$ cat src/rtl/gain_ramp_arb.sv
// Two-requester gain ramp arbiter: grants host or sweep round-robin and
// walks Gain_Dout toward the captured target in bounded, timed steps.
module gain_ramp_arb #(
  parameter int WIDTH    = 12,
  parameter int STEP     = 16,
  parameter int TICK_DIV = 4
) (
  input  logic             Clock,
  input  logic             Reset,
  input  logic             Req_H,
  input  logic [WIDTH-1:0] Data_H,
  input  logic             Req_S,
  input  logic [WIDTH-1:0] Data_S,
  output logic             Ack_H,
  output logic             Ack_S,
  output logic [WIDTH-1:0] Gain_Dout,
  output logic             Gain_EN,
  output logic             Busy,
  output logic             Done
);

  localparam int CW = (TICK_DIV > 1) ? $clog2(TICK_DIV) : 1;
  localparam logic [CW-1:0]    RELOAD = CW'(TICK_DIV - 1);
  localparam logic [WIDTH-1:0] STEP_N = WIDTH'(STEP);

  typedef enum logic {
    IDLE,
    RAMP
  } state_t;

  state_t           state, state_n;
  logic [WIDTH-1:0] target, target_n;
  logic [WIDTH-1:0] gain_n;
  logic [CW-1:0]    cnt, cnt_n;
  logic             prio_s, prio_n;
  logic             armed;
  logic             ack_h_n, ack_s_n;
  logic             en_n, busy_n, done_n;

  logic             req_h_m, req_s_m;
  logic             grant_h, grant_s;
  logic [WIDTH-1:0] grant_data;

  logic [WIDTH:0]   diff, mag;
  logic             up;
  logic [WIDTH-1:0] step_nxt;

  // A requester still seeing its own Ack is dropping its request.
  always_comb begin
    req_h_m    = Req_H & ~Ack_H & armed;
    req_s_m    = Req_S & ~Ack_S & armed;
    grant_h    = req_h_m & (~req_s_m | ~prio_s);
    grant_s    = req_s_m & ~grant_h;
    grant_data = grant_h ? Data_H : Data_S;
  end

  always_comb begin
    diff = {1'b0, target} - {1'b0, Gain_Dout};
    up   = ~diff[WIDTH];
    mag  = up ? diff : (~diff + 1'b1);
    if (mag <= {1'b0, STEP_N}) begin
      step_nxt = target;
    end else if (up) begin
      step_nxt = Gain_Dout + STEP_N;
    end else begin
      step_nxt = Gain_Dout - STEP_N;
    end
  end

  always_comb begin
    state_n  = state;
    target_n = target;
    gain_n   = Gain_Dout;
    cnt_n    = cnt;
    prio_n   = prio_s;
    ack_h_n  = 1'b0;
    ack_s_n  = 1'b0;
    en_n     = 1'b0;
    busy_n   = Busy;
    done_n   = 1'b0;
    unique case (state)
      IDLE: begin
        busy_n = 1'b0;
        if (grant_h | grant_s) begin
          ack_h_n  = grant_h;
          ack_s_n  = grant_s;
          prio_n   = grant_h;
          target_n = grant_data;
          if (grant_data == Gain_Dout) begin
            done_n = 1'b1;
          end else begin
            state_n = RAMP;
            busy_n  = 1'b1;
            cnt_n   = RELOAD;
          end
        end
      end
      RAMP: begin
        if (cnt == '0) begin
          gain_n = step_nxt;
          en_n   = 1'b1;
          cnt_n  = RELOAD;
          if (step_nxt == target) begin
            done_n  = 1'b1;
            busy_n  = 1'b0;
            state_n = IDLE;
          end
        end else begin
          cnt_n = cnt - 1'b1;
        end
      end
      default: state_n = IDLE;
    endcase
  end

  always_ff @(posedge Clock or posedge Reset) begin
    if (Reset) begin
      state     <= IDLE;
      target    <= '0;
      Gain_Dout <= '0;
      cnt       <= '0;
      prio_s    <= 1'b0;
      armed     <= 1'b0;
      Ack_H     <= 1'b0;
      Ack_S     <= 1'b0;
      Gain_EN   <= 1'b0;
      Busy      <= 1'b0;
      Done      <= 1'b0;
    end else begin
      state     <= state_n;
      target    <= target_n;
      Gain_Dout <= gain_n;
      cnt       <= cnt_n;
      prio_s    <= prio_n;
      armed     <= 1'b1;
      Ack_H     <= ack_h_n;
      Ack_S     <= ack_s_n;
      Gain_EN   <= en_n;
      Busy      <= busy_n;
      Done      <= done_n;
    end
  end

endmodule

$ cat config.mk
export PLATFORM = sky130hd
export DESIGN_NAME = gain_ramp_arb
export DESIGN_NICKNAME = d
export VERILOG_FILES = /design/src/rtl/gain_ramp_arb.sv
export SDC_FILE = /design/constraint.sdc
export NUM_CORES = 1
export LEC_CHECK = 0
export ABC_AREA = 1
export CAP_MARGIN = 10
export CORE_MARGIN = 1
export CORE_UTILIZATION = 45
export DETAILED_ROUTE_END_ITERATION = 12
export DONT_BUFFER_PORTS = 1
export RECOVER_POWER = 50
export SLEW_MARGIN = 25
export SYNTH_ARGS = -nofsm -noshare
export SYNTH_HDL_FRONTEND = slang
export SYNTH_SLANG_ARGS = --single-unit
$ cat constraint.sdc
create_clock -name Clock -period 4.5 [get_ports Clock]
set_input_delay 0.225 -clock Clock [delete_from_list [all_inputs] [get_ports Clock]]
set_output_delay 0.225 -clock Clock [all_outputs]
set_load 0.02 [all_outputs]
### Word level (Yosys, flattened, before mapping)

Index checks and enable logic that the tools add are counted.

* reduce and logical (&&, ||, !) cells: 5
* muxes and demuxes: 27
* bitwise operators: 15
* add/subtract/negate cells: 5
* equality and inequality tests: 6
* $mul: 0
* magnitude comparators: 1
* div/mod/pow operators: 0
* shift-type cells: 0

Operator list (number)
* 12-bit two-way mux: 3
* 12-bit equality test: 2
* 1-bit two-way mux: 16
* 13-bit by 1-bit adder with 13-bit output, second input constant: 1
* 13-bit by 5-bit <= comparator with 1-bit output, second input constant: 1
* 13-bit two-way mux: 1
* 13-bit NOT: 1
* 12-bit by 12-bit subtractor with 13-bit output: 1
* 12-bit by 5-bit adder with 12-bit output, second input constant: 1
* 12-bit by 5-bit subtractor with 12-bit output, second input constant: 1
* 2-bit AND reduction: 4
* 1-bit bitwise AND: 6
* 2-bit two-way mux: 3
* 1-bit NOT: 6
* 1-bit one-hot mux with 2 select lines: 3
* 2-bit by 1-bit != test with 1-bit output, second input constant: 2
* 2-bit != test, second input constant: 2
* 2-bit one-hot mux with 2 select lines: 1
* 2-bit zero test: 1
* 1-bit OR: 2
* 2-bit by 1-bit subtractor with 2-bit output, second input constant: 1

* bits in registers: 34
* output and inout bits: 17
* memory bits (writable): 0
* memories kept: 0
* bits in latches: 0
* word-level logic and storage cells: 70
* memory bits (read-only): 0
* bits of input ports: 28

### Longest topological paths before layout

* depth after elaboration: 11
* mapped depth: 29
* gate-level depth less buffers: 27

### Worst setup path after synthesis

OpenSTA, ideal clock, no wires.

* path type: register to register
* start: reg Gain_Dout[0]
* end: reg Busy
* cell stages (with the launch flop): 25
* data arrival time: 3487 ps
* setup time: 118 ps
* required time: 4382 ps
* path slack: 895 ps
* path through: dfrtp_1 > ha_1 > fa_1 > inv_1 > nand3_1 > a21oi_2 > nor2_4 > buf_6 > ha_1 > a21oi_1 > nand2_1 > a21oi_1 > o21bai_1 > nand2_1 > nand2_1 > a21oi_1 > xor2_1 > nand3b_1 > nand2_1 > nor2_1 > nand2_1 > nor2_2 > nand2_1 > nand3_1 > nand2_1

* longest elaborated chain between the ends: 9

Ends and longest elaborated chain
* from (decl): line 16 `output logic [WIDTH-1:0] Gain_Dout,`
* from (signal assigned): line 132 `Gain_Dout <= gain_n;`
* 12-bit by 12-bit subtractor with 13-bit output: line 58 `diff = {1'b0, target} - {1'b0, Gain_Dout};`
* 13-bit NOT: line 60 `mag = up ? diff : (~diff + 1'b1);`
* 13-bit by 1-bit adder with 13-bit output: line 60
* 13-bit two-way mux: line 60
* 13-bit by 5-bit <= comparator with 1-bit output: line 61 `if (mag <= {1'b0, STEP_N}) begin`
* 12-bit two-way mux: line 61
* 12-bit equality test: line 103 `if (step_nxt == target) begin`
* 2-bit by 1-bit != test with 1-bit output (no source line)
* 2-bit AND reduction (no source line)
* to (signal assigned): line 139 `Busy <= busy_n;`
* to (decl): line 18 `output logic Busy,`

Several ways; a longest one is shown, not always the timed one.
A chain may end at the register's enable or synchronous reset.

### Worst setup path after layout

* start: reg Gain_Dout[7]
* end: reg Busy

The elaborated chain is that of the path after synthesis.

==> flow_summary.yaml <==
synthesis:
  yosysSeqAreaShare_pct: 25.49
  synth_edf_count: 0
  synth_nets: 555
  synthTopCellsByArea: "dfrtp_1 25%, nand2_1 17%, inv_1 8.5%"
  synth_top_cell_area_share_pct: 25.49
  ys.flop_type: "dfrtp_1"
  synth_warnings: 0
  ys_ff_latch: 34
  synth.avg_cell_area_um2: 6.610
  ys_types: 34
  synthCells: 505
  synthArstFlopShare_pct: 100.0
  netlist_area_um2: 3338
  synth_top_area_cell: "dfrtp_1"
layout:
  nets: 556
  mostFrequentLayoutCells: "152 x nand2_1, 76 x inv_1, 48 x nand3_1"
  final_core_util_pct: 48.89
  num_antenna_cells: 0
  fin_cells: 606
  multi_input_comb_area_um2: 2132
  drive_gt1_share_pct: 6.312
  reg.largest.list: "Gain_Dout (12), target (12), cnt (2)"
  syn_to_final_growth_pct: 5.660
  mostFrequentLayoutCell: "nand2_1"
  n_fill_cell: 776
  fin_area_um2: 3527
  ff_latch_area_um2: 850.8
placed_design:
  dp_hpwl_um: 6103
  dpl_cell_area_um2: 3420
  place_congestion: 0.9217
  port_buffers: 0
  dp.cells: 596
floorplan:
  die_h_um: 88.13
  chipWidth_um: 88.13
  io_pins: 45
  rows: 31
  initial_core_util_pct: 46.27
  die_area_um2: 7767
  core-area_um2: 7214
setup_path:
  critPathRequiredTime_ns: 4.69
  crit_fanout: 12
  worst_setup_path_end_kind: "register"
  critPathKind: "reg2reg"
  worstPathArrival_ns: 4.17
  worstSetupStartpointType: "register"
grt:
  top_usage_layer: "met2"
  grt_pass1_vias: 2804
  grtUsageMet2_pct: 38.05
  track_usage_pct: 21.36
  grt_start_max_net_pins: 48
  use_met3_pct: 2.168
  grt.overflow.total: 0
  use_met1_pct: 28.08
  antenna_found_initial: 0
  grt_pass1_wl_um: 12860
sta:
  timing.setup.tns_ns: 0
  relSlewSlack_pct: -25.43
  hold_viol: 0
  setup_viol: 0
  finalCriticalPeriod_ns: 3.986
  worst_pin_slew_ns: 1.881
  fmax_mhz: 250.9
  rsz0062_at_grt: "false"
  min_period_over_period_pct: 88.58
  finalMaxSlewViolations: 35
  skew_ns: 0.006219
run:
  cap_violations: 1
drt:
  ant_nets: 0
  drt_iter0_markers: 115
  wl_per_cell_um: 13.02
  via_count: 3096
  drt_pass1_iterations: 4
  drt-vias-per-instance: 5.109
  remaining_drc_errors: 0
  routed_wirelength_um: 7892
clock_tree:
  post_cts_buffers: 0
  cts.repair.resized: 0
  cts-htree-levels: 2
  clk_pin_slew_ns: 0.08
  cts_root_buffer: "clkbuf_8"
  cts.sinks: 34
  cts_inserted_buffers: 5
  clock_latency_ns: 0.29
  cts_tree: "done"
  clockBufferDepth: 2
status:
  status: "finished with violations"
  violations: "capacitance limit, slew limit"
min_path:
  hp-class: "in2reg"
-- synthesized netlist by cell type, drive strengths merged, types with 9 or more instances --
| library cell | n |
|---|---|
| nand2 | 162 |
| inv | 77 |
| nand3 | 50 |
| dfrtp | 34 |
| o21ai | 34 |
| nor2 | 30 |
| ha | 20 |
| xor2 | 20 |
| a21oi | 14 |
| mux2i | 12 |
| nand3b | 11 |
| o211ai | 9 |
-- area by class of cell --
| type | count | share of cell area, % |
|---|---|---|
| inverters | 77 | 8.194 |
| repair buffers | 5 | 1.029 |
| well taps | 99 | 3.512 |
| flip-flops and latches | 34 | 24.12 |
| clock inverters | 2 | 0.3547 |
| clock buffers | 6 | 2.341 |
| multi-input cells | 383 | 60.45 |
-- worst paths after layout --
check | from | end | slack, ns | cells after the start
max in group asynchronous | Reset | target[7] | 2.37 | 3
worst max-delay path | Gain_Dout[7] | Busy | 0.51 | 26
worst min-delay path | Req_S | Ack_S | 0.17 | 4
min in group asynchronous | Reset | target[2] | 1.05 | 3
worst min register to register | prio_s | prio_s | 0.51 | 2
worst max register to register | Gain_Dout[7] | Busy | 0.51 | 26
-- metrics by stage --
stage	hold WS, ns	worst slack, ns
3_3_place_gp	0.2418	0.5027
5_1_grt	0.1852	0.08786
6_report	0.1668	0.5141
4_1_cts	0.1693	0.4060
3_5_place_dp	0.2437	0.4294
2_1_floorplan	0.3666	0.8953
-- worst max-delay path: stages, from the launching register on --
cell and delay, ns:
dfrtp_1 0.52, inv_1 0.15, ha_1 0.39, nand2_1 0.15
inv_1 0.07, nand2_1 0.06, nand2_1 0.04, nand2_1 0.05
nand2_1 0.12, nor2_4 0.37, ha_1 0.35, a21oi_1 0.15
nand2_1 0.09, a21oi_1 0.13, o21bai_1 0.10, nand2_1 0.07
nand2_1 0.05, a21oi_1 0.14, xor2_1 0.24, nand3b_1 0.14
nand2_1 0.05, nor2_1 0.08, nand2_1 0.07, nor2_2 0.10
nand2_1 0.08, nand3_1 0.07, nand2_1 0.05
-- routing by layer --
layer  routed length [µm]  part of all wire, %
met1                 3770                   48
met4                   59                 0.75
met5                    0                    0
met2                 3790                   48
met3                  271                  3.4
-- cell families after synthesis --
family	after synthesis	share of synthesized area, %
compound gates	60	10.12
flops	34	25.49
xor+xnor	22	5.772
fa+ha+maj	22	8.696
other cells	1	0.1123
mux	12	3.598
simple gates	265	35.38
buf+inv	89	10.83
-- repair_timing --
item | CTS | global route
setup endpoints to repair | 0 | 2
hold buffers | 1 | 0
endpoints found under the hold margin | 34 | 0
Power is not shown: default switching activity piles up to over one toggle a cycle in this logic, so the estimate is an artifact.
